==> src/rtl/muldiv_pkg.sv <==
// Shared types and constants for the sequential multiply/divide unit.
// Build option: define MULDIV_DIV_EN to compile in the DIV state and the divider datapath.
package muldiv_pkg;

  // Operation encoding as presented on the op input.
  typedef enum logic [1:0] {
    OpMult  = 2'b00,
    OpMultu = 2'b01,
    OpDiv   = 2'b10,
    OpDivu  = 2'b11
  } op_e;

`ifdef MULDIV_DIV_EN
  typedef enum logic [1:0] {
    StIdle = 2'd0,
    StMul  = 2'd1,
    StDiv  = 2'd2,
    StFin  = 2'd3
  } state_e;
`else
  typedef enum logic [1:0] {
    StIdle = 2'd0,
    StMul  = 2'd1,
    StFin  = 2'd3
  } state_e;
`endif

  localparam int unsigned ITER_COUNT = 32;
  localparam logic [31:0] DIV0_LO    = 32'hFFFFFFFF;

  // Magnitude of a 32-bit operand; only negative values of signed ops are negated.
  function automatic logic [31:0] mag32(input logic [31:0] v, input logic is_signed);
    return (is_signed && v[31]) ? (~v + 32'd1) : v;
  endfunction

endpackage

==> src/rtl/muldiv_step.sv <==
// One iteration of the shared datapath: add-shift for multiply, trial-subtract for divide.
// Build option: MULDIV_DIV_EN adds the divide path and the div select input.
// work layout: multiply {partial product, remaining multiplier}; divide {remainder, dividend}.
module muldiv_step
  import muldiv_pkg::*;
(
`ifdef MULDIV_DIV_EN
  input  logic        div,
`endif
  input  logic [63:0] work,
  input  logic [31:0] operand,
  output logic [63:0] work_next
);

  logic [32:0] sum;
  logic [63:0] mul_next;
`ifdef MULDIV_DIV_EN
  logic [31:0] diff;
  logic        fits;
  logic [63:0] div_next;
`endif

  // Single combinational iteration for whichever operation is running.
  always_comb begin
    sum      = {1'b0, work[63:32]} + {1'b0, operand};
    mul_next = work[0] ? {sum, work[31:1]} : {1'b0, work[63:1]};
`ifdef MULDIV_DIV_EN
    // Trial value is {remainder, next dividend bit}; bit 63 set means it exceeds any divisor.
    diff     = work[62:31] - operand;
    fits     = work[63] | (work[62:31] >= operand);
    div_next = fits ? {diff, work[30:0], 1'b1} : {work[62:31], work[30:0], 1'b0};
    work_next = div ? div_next : mul_next;
`else
    work_next = mul_next;
`endif
  end

endmodule

==> src/rtl/muldiv_seq.sv <==
// Sequential 32x32 multiply / 32/32 divide unit with HI/LO result registers.
// Build option: MULDIV_DIV_EN compiles in DIV/DIVU; without it those ops finish at once with
// no effect on HI/LO.
module muldiv_seq
  import muldiv_pkg::*;
(
  input  logic        clk,
  input  logic        reset,
  input  logic        start,
  input  logic [1:0]  op,
  input  logic [31:0] rs_val,
  input  logic [31:0] rt_val,
  input  logic        mt_we,
  input  logic        mt_sel,
  input  logic [31:0] mt_data,
  output logic        busy,
  output logic        done,
  output logic [31:0] hi,
  output logic [31:0] lo
);

  localparam logic [4:0] LastIter = 5'(ITER_COUNT - 1);

  state_e      state_q, state_d;
  logic [4:0]  cnt_q, cnt_d;
  logic [63:0] work_q, work_d, step_next;
  logic [31:0] opnd_q, opnd_d;
  logic        neg_res_q, neg_res_d;
  logic [31:0] hi_q, hi_d, lo_q, lo_d;
  logic        load, finish;
  op_e         op_cur;
  logic        op_signed, a_neg, b_neg;
  logic [31:0] mag_a, mag_b;
  logic [63:0] prod;
`ifdef MULDIV_DIV_EN
  logic        neg_rem_q, neg_rem_d;
  logic        div0_q, div0_d;
  logic [31:0] dvd_q, dvd_d;
  logic [31:0] quo, rem;
`endif

  // Operand sign handling at accept time.
  always_comb begin
    op_cur    = op_e'(op);
    op_signed = (op_cur == OpMult) || (op_cur == OpDiv);
    a_neg     = op_signed & rs_val[31];
    b_neg     = op_signed & rt_val[31];
    mag_a     = mag32(rs_val, op_signed);
    mag_b     = mag32(rt_val, op_signed);
  end

  muldiv_step u_step (
`ifdef MULDIV_DIV_EN
    .div       (state_q == StDiv),
`endif
    .work      (work_q),
    .operand   (opnd_q),
    .work_next (step_next)
  );

  // Control FSM: accept from IDLE/FIN, iterate 32 times, then pulse FIN.
  always_comb begin
    state_d = state_q;
    cnt_d   = cnt_q;
    load    = 1'b0;
    finish  = 1'b0;
    case (state_q)
      StIdle, StFin: begin
        cnt_d = '0;
        if (start) begin
          load = 1'b1;
          if (op[1]) begin
`ifdef MULDIV_DIV_EN
            state_d = StDiv;
`else
            state_d = StFin;
`endif
          end else begin
            state_d = StMul;
          end
        end else begin
          state_d = StIdle;
        end
      end
      StMul: begin
        cnt_d = cnt_q + 5'd1;
        if (cnt_q == LastIter) begin
          state_d = StFin;
          finish  = 1'b1;
        end
      end
`ifdef MULDIV_DIV_EN
      StDiv: begin
        cnt_d = cnt_q + 5'd1;
        if (cnt_q == LastIter) begin
          state_d = StFin;
          finish  = 1'b1;
        end
      end
`endif
      default: state_d = StIdle;
    endcase
  end

  // Status outputs decoded from the state.
  always_comb begin
`ifdef MULDIV_DIV_EN
    busy = (state_q == StMul) || (state_q == StDiv);
`else
    busy = (state_q == StMul);
`endif
    done = (state_q == StFin);
    hi   = hi_q;
    lo   = lo_q;
  end

  // Datapath next state: load magnitudes on accept, iterate while busy.
  always_comb begin
    work_d    = work_q;
    opnd_d    = opnd_q;
    neg_res_d = neg_res_q;
`ifdef MULDIV_DIV_EN
    neg_rem_d = neg_rem_q;
    div0_d    = div0_q;
    dvd_d     = dvd_q;
`endif
    if (load) begin
      work_d    = {32'd0, mag_a};
      opnd_d    = mag_b;
      neg_res_d = a_neg ^ b_neg;
`ifdef MULDIV_DIV_EN
      neg_rem_d = a_neg;
      div0_d    = (rt_val == 32'd0);
      dvd_d     = rs_val;
`endif
    end else if (busy) begin
      work_d = step_next;
    end
  end

  // Final sign fix-up is taken from the last iteration so HI/LO update on FIN entry.
  always_comb begin
    prod = neg_res_q ? (~step_next + 64'd1) : step_next;
`ifdef MULDIV_DIV_EN
    quo  = neg_res_q ? (~step_next[31:0] + 32'd1) : step_next[31:0];
    rem  = neg_rem_q ? (~step_next[63:32] + 32'd1) : step_next[63:32];
`endif
    hi_d = hi_q;
    lo_d = lo_q;
    if (finish) begin
`ifdef MULDIV_DIV_EN
      if (state_q == StDiv) begin
        if (div0_q) begin
          lo_d = DIV0_LO;
          hi_d = dvd_q;
        end else begin
          lo_d = quo;
          hi_d = rem;
        end
      end else begin
        hi_d = prod[63:32];
        lo_d = prod[31:0];
      end
`else
      hi_d = prod[63:32];
      lo_d = prod[31:0];
`endif
    end else if (mt_we && !busy) begin
      if (mt_sel) hi_d = mt_data;
      else        lo_d = mt_data;
    end
  end

  // State registers with synchronous reset.
  always_ff @(posedge clk) begin
    if (reset) begin
      state_q   <= StIdle;
      cnt_q     <= '0;
      work_q    <= '0;
      opnd_q    <= '0;
      neg_res_q <= 1'b0;
      hi_q      <= '0;
      lo_q      <= '0;
`ifdef MULDIV_DIV_EN
      neg_rem_q <= 1'b0;
      div0_q    <= 1'b0;
      dvd_q     <= '0;
`endif
    end else begin
      state_q   <= state_d;
      cnt_q     <= cnt_d;
      work_q    <= work_d;
      opnd_q    <= opnd_d;
      neg_res_q <= neg_res_d;
      hi_q      <= hi_d;
      lo_q      <= lo_d;
`ifdef MULDIV_DIV_EN
      neg_rem_q <= neg_rem_d;
      div0_q    <= div0_d;
      dvd_q     <= dvd_d;
`endif
    end
  end

endmodule

==> config.mk <==
export PLATFORM = sky130hd
export DESIGN_NAME = muldiv_seq
export DESIGN_NICKNAME = d
export VERILOG_FILES = /design/src/rtl/muldiv_pkg.sv /design/src/rtl/muldiv_step.sv /design/src/rtl/muldiv_seq.sv
export SDC_FILE = /design/constraint.sdc
export NUM_CORES = 1
export LEC_CHECK = 0
export ABC_CLOCK_PERIOD_IN_PS = 6200
export CAP_MARGIN = 20
export CORE_ASPECT_RATIO = 0.9
export CORE_MARGIN = 2
export CORE_UTILIZATION = 35
export CTS_CLUSTER_DIAMETER = 150
export DETAILED_ROUTE_END_ITERATION = 16
export PLACE_DENSITY = 0.67
export RECOVER_POWER = 100
export SLEW_MARGIN = 30
export SYNTH_ARGS = -nofsm -noshare
export SYNTH_HDL_FRONTEND = slang
export SYNTH_HIERARCHICAL = 1
export SYNTH_SLANG_ARGS = --single-unit
==> constraint.sdc <==
create_clock -name clk -period 6.2 [get_ports clk]
set_input_delay 0.93 -clock clk [delete_from_list [all_inputs] [get_ports clk]]
set_output_delay 0.93 -clock clk [all_outputs]
set_load 0.005 [all_outputs]
==> metrics.txt <==
Placer Congestion 0.9389; register area share after synthesis 27.41%; total global routing overflow 0; Area Growth Syn to Fin 18.67%; DR DRC count 0; crit path time final 5.319 ns; post-layout util 41.83%; fraction of layout cells with a size suffix above 1 5.651%; #FFs+latches synth 168; DP HPWL 31670 µm; Synth Warn # 6; Post-synth EDFFs 0; Nets 1759; Slew Limit Fails 128; crit share post-route 85.79%; Power, Total 3.300 mW; placed cells 2065; die height 181.6 µm; post-cts sizing count 0; Sw Share 35.37%; worst skew pair latency 0.44 ns; post-CTS setup repair buffer count 0; clock transition at the registers of the reported paths 0.07 ns; Adder-Cell Fraction of Synth Area 4.242%; Post-Syn Area 0.01227 mm²; CP arrival 5.63 ns; DRT iter0 DRCs 947; H-tree depth 4; Ports 169; die area 0.03657 mm²; initial antenna violation count 0; fin cells 2097; critical path's slowest cell a221oi_1; post-synthesis xor/xnor area fraction 7.923%; Static Leakage 5.260 nW; Netlist cell types 82; WHS 0.4627 ns; drt wl/cell 19.69 µm; share of synthesized flip-flops with an asynchronous set or reset 0%; DR pass1 iterations 6; WS Path Type flip-flop to flip-flop; CTS Hold Bufs 0; Hold Path Class flip-flop to flip-flop; CTS Buf Count 17; RSZ-0062 raised after global routing no; Worst path most repeated cell or3_1; max incr delay on CP 0.79 ns; DR vias 12120; clock power share 31.8%; Routed WL 41290 µm; Setup WS pre-CTS 1.455 ns; Port Buffers 168; Starting Density 35.25%; Final Worst Setup Slack 0.8813 ns; Post-DP Area 0.01405 mm²; pin count of the biggest net entering global routing 76; post-DR vias/cell 5.781; sequential share of power 38.5%; CTS Sinks 168; mux share of post-synthesis cell area 9.503%; TNS Setup 0 ns; Cells after Synth 1549; Max Cap Violations 3; CTS tree built; Final Setup Violations 0; PwrDens 226.6 mW/mm²; Tot GR Track Use 22.11%; final instance area 0.01456 mm²; Setup Skew 0.01334 ns; failing checks capacitance limit, slew limit; std cell rows 65; syn_nets 1693; first-pass GRT wire length 64780 µm; Simple-Gate Fraction of Synth Area 21.35%; Compound-Gate Fraction of Synth Area 23.66%; CP startpoint kind flip-flop; maximum clock frequency 188.0 MHz; CTS Root Cell clkbuf_16; ys flop type dfxtp_1; Fin. Hold Viols 0; Power Internal 2.133 mW; CP cell instances ha_1 > fa_1 > a21o_1 > a221oi_1 > a211oi_1 > a211o_4 > nand4b_1 > nand4_1 > or4_1 > or3_1 > or3_1 > o41ai_4 > xor2_1 > a21oi_1; endpoint class of the critical path flip-flop; # diodes 0; Synth Area per Inst 7.922 µm²; main combinational cell family by area after synthesis compound AO/OA/AOI/OAI gates; vias in the first global route 11210; Worst EP required 6.51 ns; Comb pwr share 29.7%; peak supply drop 0.0001907 V; status finished with violations; Die Wd 201.4 µm; clk buf depth 2; slew margin rel. -60.91%; Psw 1.167 mW; slew of the pin with the lowest slew margin 2.414 ns; CP Max Fanout 6; core area 0.03481 mm²; Final ANT Viol Nets 0
==> worst max-delay path: cells and delay by family (launching register included) <==
kind / cells / cell delay (ns)
compound gates: 6 / 2.13
xor+xnor: 1 / 0.18
fa+ha+maj: 2 / 0.65
flops: 1 / 0.32
simple gates: 5 / 1.89
==> layout make-up <==
| cell class | instances | area (µm²) |
|---|---|---|
| tap | 469 | 586.8 |
| multi-input combinational | 1222 | 8177 |
| clock inverter | 13 | 120.1 |
| clock buffer | 19 | 442.9 |
| timing repair buffer | 184 | 1788 |
| sequential | 168 | 3364 |
| inverter | 22 | 82.58 |
| fill | 3561 | 20250 |
==> worst paths after layout <==
| kind | slack (ns) | depth (start not counted) | end | from |
|---|---|---|---|---|
| hold reg to reg | 0.46 | 2 | opnd_q[0] | opnd_q[0] |
| hold / removal | 0.46 | 2 | opnd_q[0] | opnd_q[0] |
| setup reg to reg | 0.88 | 14 | hi[31] | work_q[32] |
| setup / recovery | 0.88 | 14 | hi[31] | work_q[32] |
==> per-layer routing <==
layer	part of all wire (%)	vias up	GRT usage (%)
li1	-	5856	-
met1	48	5790	32.23
met2	44	436	33.94
met4	1.5	0	4.765
met3	6.9	40	3.805
met5	0	-	0
==> layout by cell type, fill, tap and decap left out, types with 7 or more instances in the layout <==
cell / netlist / routed
o21ai_0: 57 / 57
nor2_1: 175 / 175
o22ai_1: 19 / 19
mux2i_1: 97 / 97
o311ai_0: 11 / 11
a311oi_1: 12 / 12
o41ai_1: 12 / 12
nor3_1: 41 / 41
or4_1: 18 / 18
or3_1: 25 / 25
dlygate4sd3_1: 0 / 69
dfxtp_1: 168 / 167
nor4_1: 14 / 14
a21oi_1: 80 / 80
nand4_1: 22 / 22
o21bai_1: 7 / 7
buf_4: 31 / 14
mux2_2: 16 / 14
nand3_1: 30 / 30
inv_1: 22 / 22
clkdlybuf4s50_1: 0 / 98
a31oi_1: 22 / 22
a31o_2: 7 / 7
nand2_1: 134 / 134
and3_1: 17 / 17
nor2b_1: 13 / 13
or2_2: 7 / 7
a21o_1: 11 / 11
ha_1: 40 / 40
nand2b_1: 16 / 16
clkbuf_16: 0 / 17
o31ai_1: 27 / 26
xor2_1: 47 / 47
xnor2_1: 64 / 64
a211oi_1: 87 / 88
==> logic make-up (layout without fill, tap and decap cells) <==
family | count (synthesis) | in the layout
AND/OR/NAND/NOR | 542 | 542
adder cells (fa/ha/maj) | 41 | 41
AO/OA/AOI/OAI | 414 | 414
multiplexers | 114 | 114
XOR/XNOR | 111 | 111
buffers and inverters | 159 | 238
flip-flops | 168 | 168
==> registers in the layout, summed over array words and instances (netlist names) <==
| name | cells |
|---|---|
| lo | 32 |
| neg_res_q | 1 |
| work_q | 64 |
| opnd_q | 32 |
| cnt_q | 5 |
| state_q | 2 |
| hi | 32 |
==> power groups by stage <==
| stage | Sequential, mW | Clock, mW | Combinational, mW |
|---|---|---|---|
| detailed placement | 1.29 | 0 | 0.973 |
| floorplan | 1.23 | 0 | 0.713 |
| global placement | 1.29 | 0 | 0.962 |
| finish | 1.27 | 1.05 | 0.979 |
| global route | 1.28 | 1.10 | 1.07 |
| CTS | 1.27 | 1.06 | 0.978 |
==> cells in the mapped netlist, types with 18 or more instances <==
cell type | n | area share, %
nor2_1 | 175 | 5.4
dfxtp_1 | 168 | 27
or3_1 | 25 | 1.3
buf_4 | 31 | 1.9
xnor2_1 | 64 | 4.6
a31oi_1 | 22 | 1.1
o21ai_0 | 57 | 2.3
inv_1 | 22 | 0.67
a21oi_1 | 80 | 3.3
ha_1 | 40 | 4.1
nand3_1 | 30 | 1.2
nor3_1 | 41 | 1.7
nand4_1 | 22 | 1.1
clkbuf_1 | 91 | 2.8
or4_1 | 18 | 1.1
mux2i_1 | 97 | 7.9
xor2_1 | 47 | 3.4
o22ai_1 | 19 | 0.97
o31ai_1 | 27 | 1.7
a211oi_1 | 87 | 5.3
nand2_1 | 134 | 4.1
No activity file was read; power rests on OpenSTA's default activity.
